## src/rtl/cpu_pkg.sv

```systemverilog
// Shared CPU definitions: memory target select codes, mem_bridge state
// encoding, default bus widths and the access legality rule.
package cpu_pkg;

    localparam int ADDR_W_DEF = 8;
    localparam int DATA_W_DEF = 8;

    // Target select codes, also driven by the control unit.
    localparam logic [1:0] SEL_IRAM = 2'b01;
    localparam logic [1:0] SEL_DRAM = 2'b10;

    typedef enum logic [1:0] {
        MB_IDLE  = 2'd0,
        MB_ISSUE = 2'd1,
        MB_WAIT  = 2'd2,
        MB_DONE  = 2'd3
    } mb_state_t;

    // An access is legal when it targets DRAM, or is a read of IRAM
    // (IRAM is read-only; 2'b00 and 2'b11 select nothing).
    function automatic logic access_legal(input logic [1:0] sel_f, input logic we_f);
        access_legal = (sel_f == SEL_DRAM) || ((sel_f == SEL_IRAM) && !we_f);
    endfunction

endpackage

```

## src/rtl/mem_wait_cnt.sv

```systemverilog
// Loadable down-counter used to wait out the block-RAM read latency.
// last is high while the count equals one.
module mem_wait_cnt #(
    parameter int W = 1
) (
    input  logic         clk,
    input  logic         rst,
    input  logic         load,
    input  logic         en,
    input  logic [W-1:0] load_val,
    output logic         last
);

    logic [W-1:0] cnt_r;

    // Load takes priority; otherwise count down while enabled, saturating at zero.
    always_ff @(posedge clk or posedge rst) begin
        if (rst) begin
            cnt_r <= '0;
        end else if (load) begin
            cnt_r <= load_val;
        end else if (en && (cnt_r != '0)) begin
            cnt_r <= cnt_r - W'(1);
        end else begin
            cnt_r <= cnt_r;
        end
    end

    assign last = (cnt_r == W'(1));

endmodule

```

## src/rtl/mem_bridge.sv

```systemverilog
// Memory-side responder: takes one request at a time from the control unit,
// steers it to IRAM or DRAM, waits the read latency, and returns data with
// a one-cycle ack (plus err for illegal accesses).
module mem_bridge
    import cpu_pkg::*;
#(
    parameter int ADDR_W = ADDR_W_DEF,
    parameter int DATA_W = DATA_W_DEF,
    parameter int RD_LAT = 1
) (
    input  logic              clk,
    input  logic              rst,
    input  logic              req,
    input  logic              we,
    input  logic [1:0]        sel,
    input  logic [ADDR_W-1:0] addr,
    input  logic [DATA_W-1:0] wdata,
    output logic [DATA_W-1:0] rdata,
    output logic              ack,
    output logic              err,
    output logic              busy,
    output logic              iram_en,
    output logic [ADDR_W-1:0] iram_addr,
    input  logic [DATA_W-1:0] iram_rdata,
    output logic              dram_en,
    output logic              dram_we,
    output logic [ADDR_W-1:0] dram_addr,
    output logic [DATA_W-1:0] dram_wdata,
    input  logic [DATA_W-1:0] dram_rdata
);

    localparam int CNT_W = $clog2(RD_LAT + 1);

    mb_state_t  state_r;
    logic       we_r;
    logic [1:0] sel_r;
    logic       cnt_load_s;
    logic       cnt_en_s;
    logic       cnt_last_s;

    // The counter is loaded while a read sits in ISSUE and runs during WAIT.
    assign cnt_load_s = (state_r == MB_ISSUE) && !we_r;
    assign cnt_en_s   = (state_r == MB_WAIT);

    mem_wait_cnt #(
        .W (CNT_W)
    ) u_wait_cnt (
        .clk      (clk),
        .rst      (rst),
        .load     (cnt_load_s),
        .en       (cnt_en_s),
        .load_val (CNT_W'(RD_LAT)),
        .last     (cnt_last_s)
    );

    // Access sequencer; all outputs are registered so enables and ack are glitch-free.
    always_ff @(posedge clk or posedge rst) begin
        if (rst) begin
            state_r    <= MB_IDLE;
            we_r       <= 1'b0;
            sel_r      <= 2'b00;
            rdata      <= '0;
            ack        <= 1'b0;
            err        <= 1'b0;
            busy       <= 1'b0;
            iram_en    <= 1'b0;
            iram_addr  <= '0;
            dram_en    <= 1'b0;
            dram_we    <= 1'b0;
            dram_addr  <= '0;
            dram_wdata <= '0;
        end else begin
            // Pulses and enables are single-cycle unless re-asserted below.
            ack     <= 1'b0;
            err     <= 1'b0;
            iram_en <= 1'b0;
            dram_en <= 1'b0;
            dram_we <= 1'b0;
            case (state_r)
                MB_IDLE: begin
                    if (req) begin
                        we_r  <= we;
                        sel_r <= sel;
                        busy  <= 1'b1;
                        if (!access_legal(sel, we)) begin
                            // Illegal access: straight to DONE, no memory touched.
                            state_r <= MB_DONE;
                            ack     <= 1'b1;
                            err     <= 1'b1;
                        end else begin
                            // Enables are set here so they are high during ISSUE.
                            state_r <= MB_ISSUE;
                            if (sel == SEL_IRAM) begin
                                iram_en   <= 1'b1;
                                iram_addr <= addr;
                            end else begin
                                dram_en    <= 1'b1;
                                dram_we    <= we;
                                dram_addr  <= addr;
                                dram_wdata <= wdata;
                            end
                        end
                    end else begin
                        busy <= 1'b0;
                    end
                end
                MB_ISSUE: begin
                    if (we_r) begin
                        state_r <= MB_DONE;
                        ack     <= 1'b1;
                    end else begin
                        state_r <= MB_WAIT;
                    end
                end
                MB_WAIT: begin
                    if (cnt_last_s) begin
                        rdata   <= (sel_r == SEL_IRAM) ? iram_rdata : dram_rdata;
                        state_r <= MB_DONE;
                        ack     <= 1'b1;
                    end else begin
                        state_r <= MB_WAIT;
                    end
                end
                MB_DONE: begin
                    state_r <= MB_IDLE;
                    busy    <= 1'b0;
                end
                default: begin
                    state_r <= MB_IDLE;
                    busy    <= 1'b0;
                end
            endcase
        end
    end

endmodule

```

## config.mk

```make
export PLATFORM = sky130hd
export DESIGN_NAME = mem_bridge
export DESIGN_NICKNAME = d
export VERILOG_FILES = /design/src/rtl/cpu_pkg.sv /design/src/rtl/mem_wait_cnt.sv /design/src/rtl/mem_bridge.sv
export SDC_FILE = /design/constraint.sdc
export NUM_CORES = 1
export LEC_CHECK = 0
export ABC_AREA = 1
export CORE_UTILIZATION = 38
export CTS_BUF_LIST = sky130_fd_sc_hd__clkbuf_4 sky130_fd_sc_hd__clkbuf_8 sky130_fd_sc_hd__clkbuf_16
export DETAILED_ROUTE_END_ITERATION = 12
export PLACE_DENSITY_LB_ADDON = 0.1
export REMOVE_ABC_BUFFERS = 1
export SLEW_MARGIN = 40
export SYNTH_ARGS = -nofsm -noshare
export SYNTH_HDL_FRONTEND = slang
export SYNTH_SLANG_ARGS = --single-unit
```

## constraint.sdc

```tcl
create_clock -name clk -period 1.9 [get_ports clk]
set_input_delay 0.19 -clock clk [delete_from_list [all_inputs] [get_ports clk]]
set_output_delay 0.19 -clock clk [all_outputs]
set_load 0.1 [all_outputs]
```

==> results of run 1 <==
[state kept, by name, summed over array words and instances (netlist names), 2 cells and up]
signal	flops
dram_wdata	8
dram_addr	8
rdata	8
iram_addr	8
state_r	2
sel_r	2
[area by class of cell]
cell class | count | area [µm²]
Clock buffer | 8 | 97.59
Sequential cell | 44 | 1101
Fill cell | 446 | 2052
Inverter | 25 | 95.09
Multi-Input combinational cell | 122 | 673.1
Timing Repair Buffer | 77 | 683.2
Tap cell | 67 | 83.83
[placed cells by master (no fill, tap or decap), drive strengths merged]
cell type       n
o21bai          1
clkdlybuf4s50  37
o31ai           1
ha              5
a21oi          18
nor2           12
clkinv          2
inv            23
buf            40
nand3          11
o21ai          20
nand2          52
dfrtp          44
nand4           1
clkbuf          8
a22o            1
[worst min-delay path, cell delays in order]
cell	delay, ps
clkdlybuf4s50_1	410
inv_2	70
buf_12	240
[cell families (layout without fill, tap and decap cells)]
logic type | after synthesis | count (layout) | synth area share (%)
flip-flops | 44 | 44 | 57.55
AO/OA/AOI/OAI | 41 | 41 | 14.32
adder cells (fa/ha/maj) | 5 | 5 | 3.270
AND/OR/NAND/NOR | 76 | 76 | 17.59
buffers and inverters | 30 | 110 | 7.259
[metrics by stage]
stage          setup slack, ps  cell area [µm²]  hold slack (ps)  utilization [%]
3_5_place_dp             273.2             2636            467.5            55.08
4_1_cts                  258.7             2734            239.7            57.12
3_3_place_gp             314.8             2636            467.3            55.08
5_1_grt                  129.7             2734            263.2            57.12
2_1_floorplan            466.4             1869            299.6                -
6_report                 278.2             2734            237.3            57.12
[worst paths after layout]
check	from	endpoint	slack, ps	cells past startpoint
setup / recovery	state_r[0]	dram_wdata[1]	280	8
hold / removal	rst	dram_addr[5]	240	3
setup reg to reg	state_r[0]	dram_wdata[1]	280	8
hold reg to reg	dram_addr[3]	dram_addr[3]	480	2
max in group asynchronous	rst	rdata[1]	1460	3
min in group clk	wdata[4]	dram_wdata[4]	430	3
[routing by layer]
layer / track usage, % / up-vias
met1: 19.55 / 723
met3: 6.630 / 6
met5: 0 / -
met4: 5.882 / 0
met2: 27.41 / 44
li1: - / 782
==> flow_metrics.env, run 1 <==
export IMPL_final_layout_size_suffix_gt1_share_pct=26.45
export IMPL_area_growth_pct=42.90
export IMPL_core_area_um2=4786
export IMPL_critPathRequiredTime_ps=2090
export IMPL_route_met2_wl_um=2035
export IMPL_max_slew_margin_rel_pct=75.70
export IMPL_cts_hold_buf=0
export IMPL_yosysTopAreaCell="dfrtp_1"
export IMPL_worst_clock_skew_ps=1.758
export IMPL_path_cells="inv_1, ha_1, nand2_2, nor2_4, nand2_4, clkinv_2, nand2_1, nand2_1"
export IMPL_num_vias=1555
export IMPL_h_tree_depth=2
export IMPL_synth_top_cells_by_area="dfrtp_1, nand2_1, o21ai_2"
export IMPL_hold_viol=0
export IMPL_dp_hpwl_um=2814
export IMPL_drt_met1_wl_um=1598
export IMPL_synth_commonest_cells="nand2_1, dfrtp_1, inv_1"
export IMPL_drt_first_iter_violations=72
export IMPL_fin_crit_ps=1622
export IMPL_synth_edf_count=0
export IMPL_cts_sinks=44
export IMPL_drv_cap=0
export IMPL_start_kind="register"
export IMPL_min_path_type="input pin to asynchronous set/reset pin"
export IMPL_grt_max_degree=45
export IMPL_cpMostUsedCell="nand2_1"
export IMPL_worstMarginPinSlew_ps=364.5
export IMPL_ios=76
export IMPL_clk_latency_ps=290
export IMPL_place_gp_congestion=0.8400
export IMPL_cp_arrival_ps=1810
export IMPL_end_kind="register"
export IMPL_slew_violations=0
export IMPL_numPortBuffers=75
export IMPL_via_per_inst=4.534
export IMPL_antenna_found_initial=0
export IMPL_grt_usage_pct=16.58
export IMPL_num_rows=25
export IMPL_route_met3_wl_um=272
export IMPL_synth_most_common_cell="nand2_1"
export IMPL_drc=0
export IMPL_yosys_area_top_type_share_pct=57.55
export IMPL_cts_resized_gates=0
export IMPL_dr_pass1_iters=4
export IMPL_critical_path_class="register to register"
export IMPL_die_w_um=72.96
export IMPL_ys_ff_latch=44
export IMPL_chipHeight_um=72.96
export IMPL_slowest_stage="dfrtp_1"
export IMPL_numPlacedInstances=335
export IMPL_final_cells=343
export IMPL_synthArstFlopShare_pct=100.0
export IMPL_fmax_mhz=616.6
export IMPL_cts_max_path_buffers=2
export IMPL_slowest_delay_ps=380
export IMPL_path_clk_slew_ps=80
export IMPL_rsz0062_at_grt="false"
export IMPL_top_layer_used="met4"
export IMPL_wl_per_cell_um=11.54
export IMPL_grt_overflow=0
export IMPL_yosysWarnings=0
export IMPL_synth_cells=196
export IMPL_path_delay_family="simple AND/OR/NAND/NOR gates"
export IMPL_cts_setup_buffers=0
export IMPL_grt_pass1_vias=1511
export IMPL_critPathMaxFanout=26
export IMPL_setup_tns_ps=0
export IMPL_synth_seq_area_share_pct=57.55
export IMPL_netlist_area_um2=1913
export IMPL_wirelength_um=3957
export IMPL_cts_tree="done"
export IMPL_grt_pass1_wl_um=6610
export IMPL_die_area_um2=5322
export IMPL_initial_core_util_pct=39.97
export IMPL_drtAntennaViolNets=0
export IMPL_yosys_cell_types_count=21
export IMPL_worstPathBufferInverterCount=2
export IMPL_period_share_pct=85.36
export IMPL_syn_avg_cell_area_um2=9.761
export IMPL_status="completed"
export IMPL_diodes=0
export IMPL_synth_flop_cell="dfrtp_1"
export IMPL_setup_viol=0
export IMPL_clock_root_buffer="clkbuf_8"
export IMPL_finalNetCount=318
export IMPL_cts_made_buffers=5
Power of run 1 is not shown: default switching activity piles up to over one toggle a cycle in this logic, so the estimate is an artifact.
==> run 2, diff against run 1 <==
Settings changed: SKIP_LAST_GASP set to 1.
==> results of run 2 <==
The final DEF is identical to that of run 1; final timing and power are the same.
Power of run 2 is left out for the same reason.
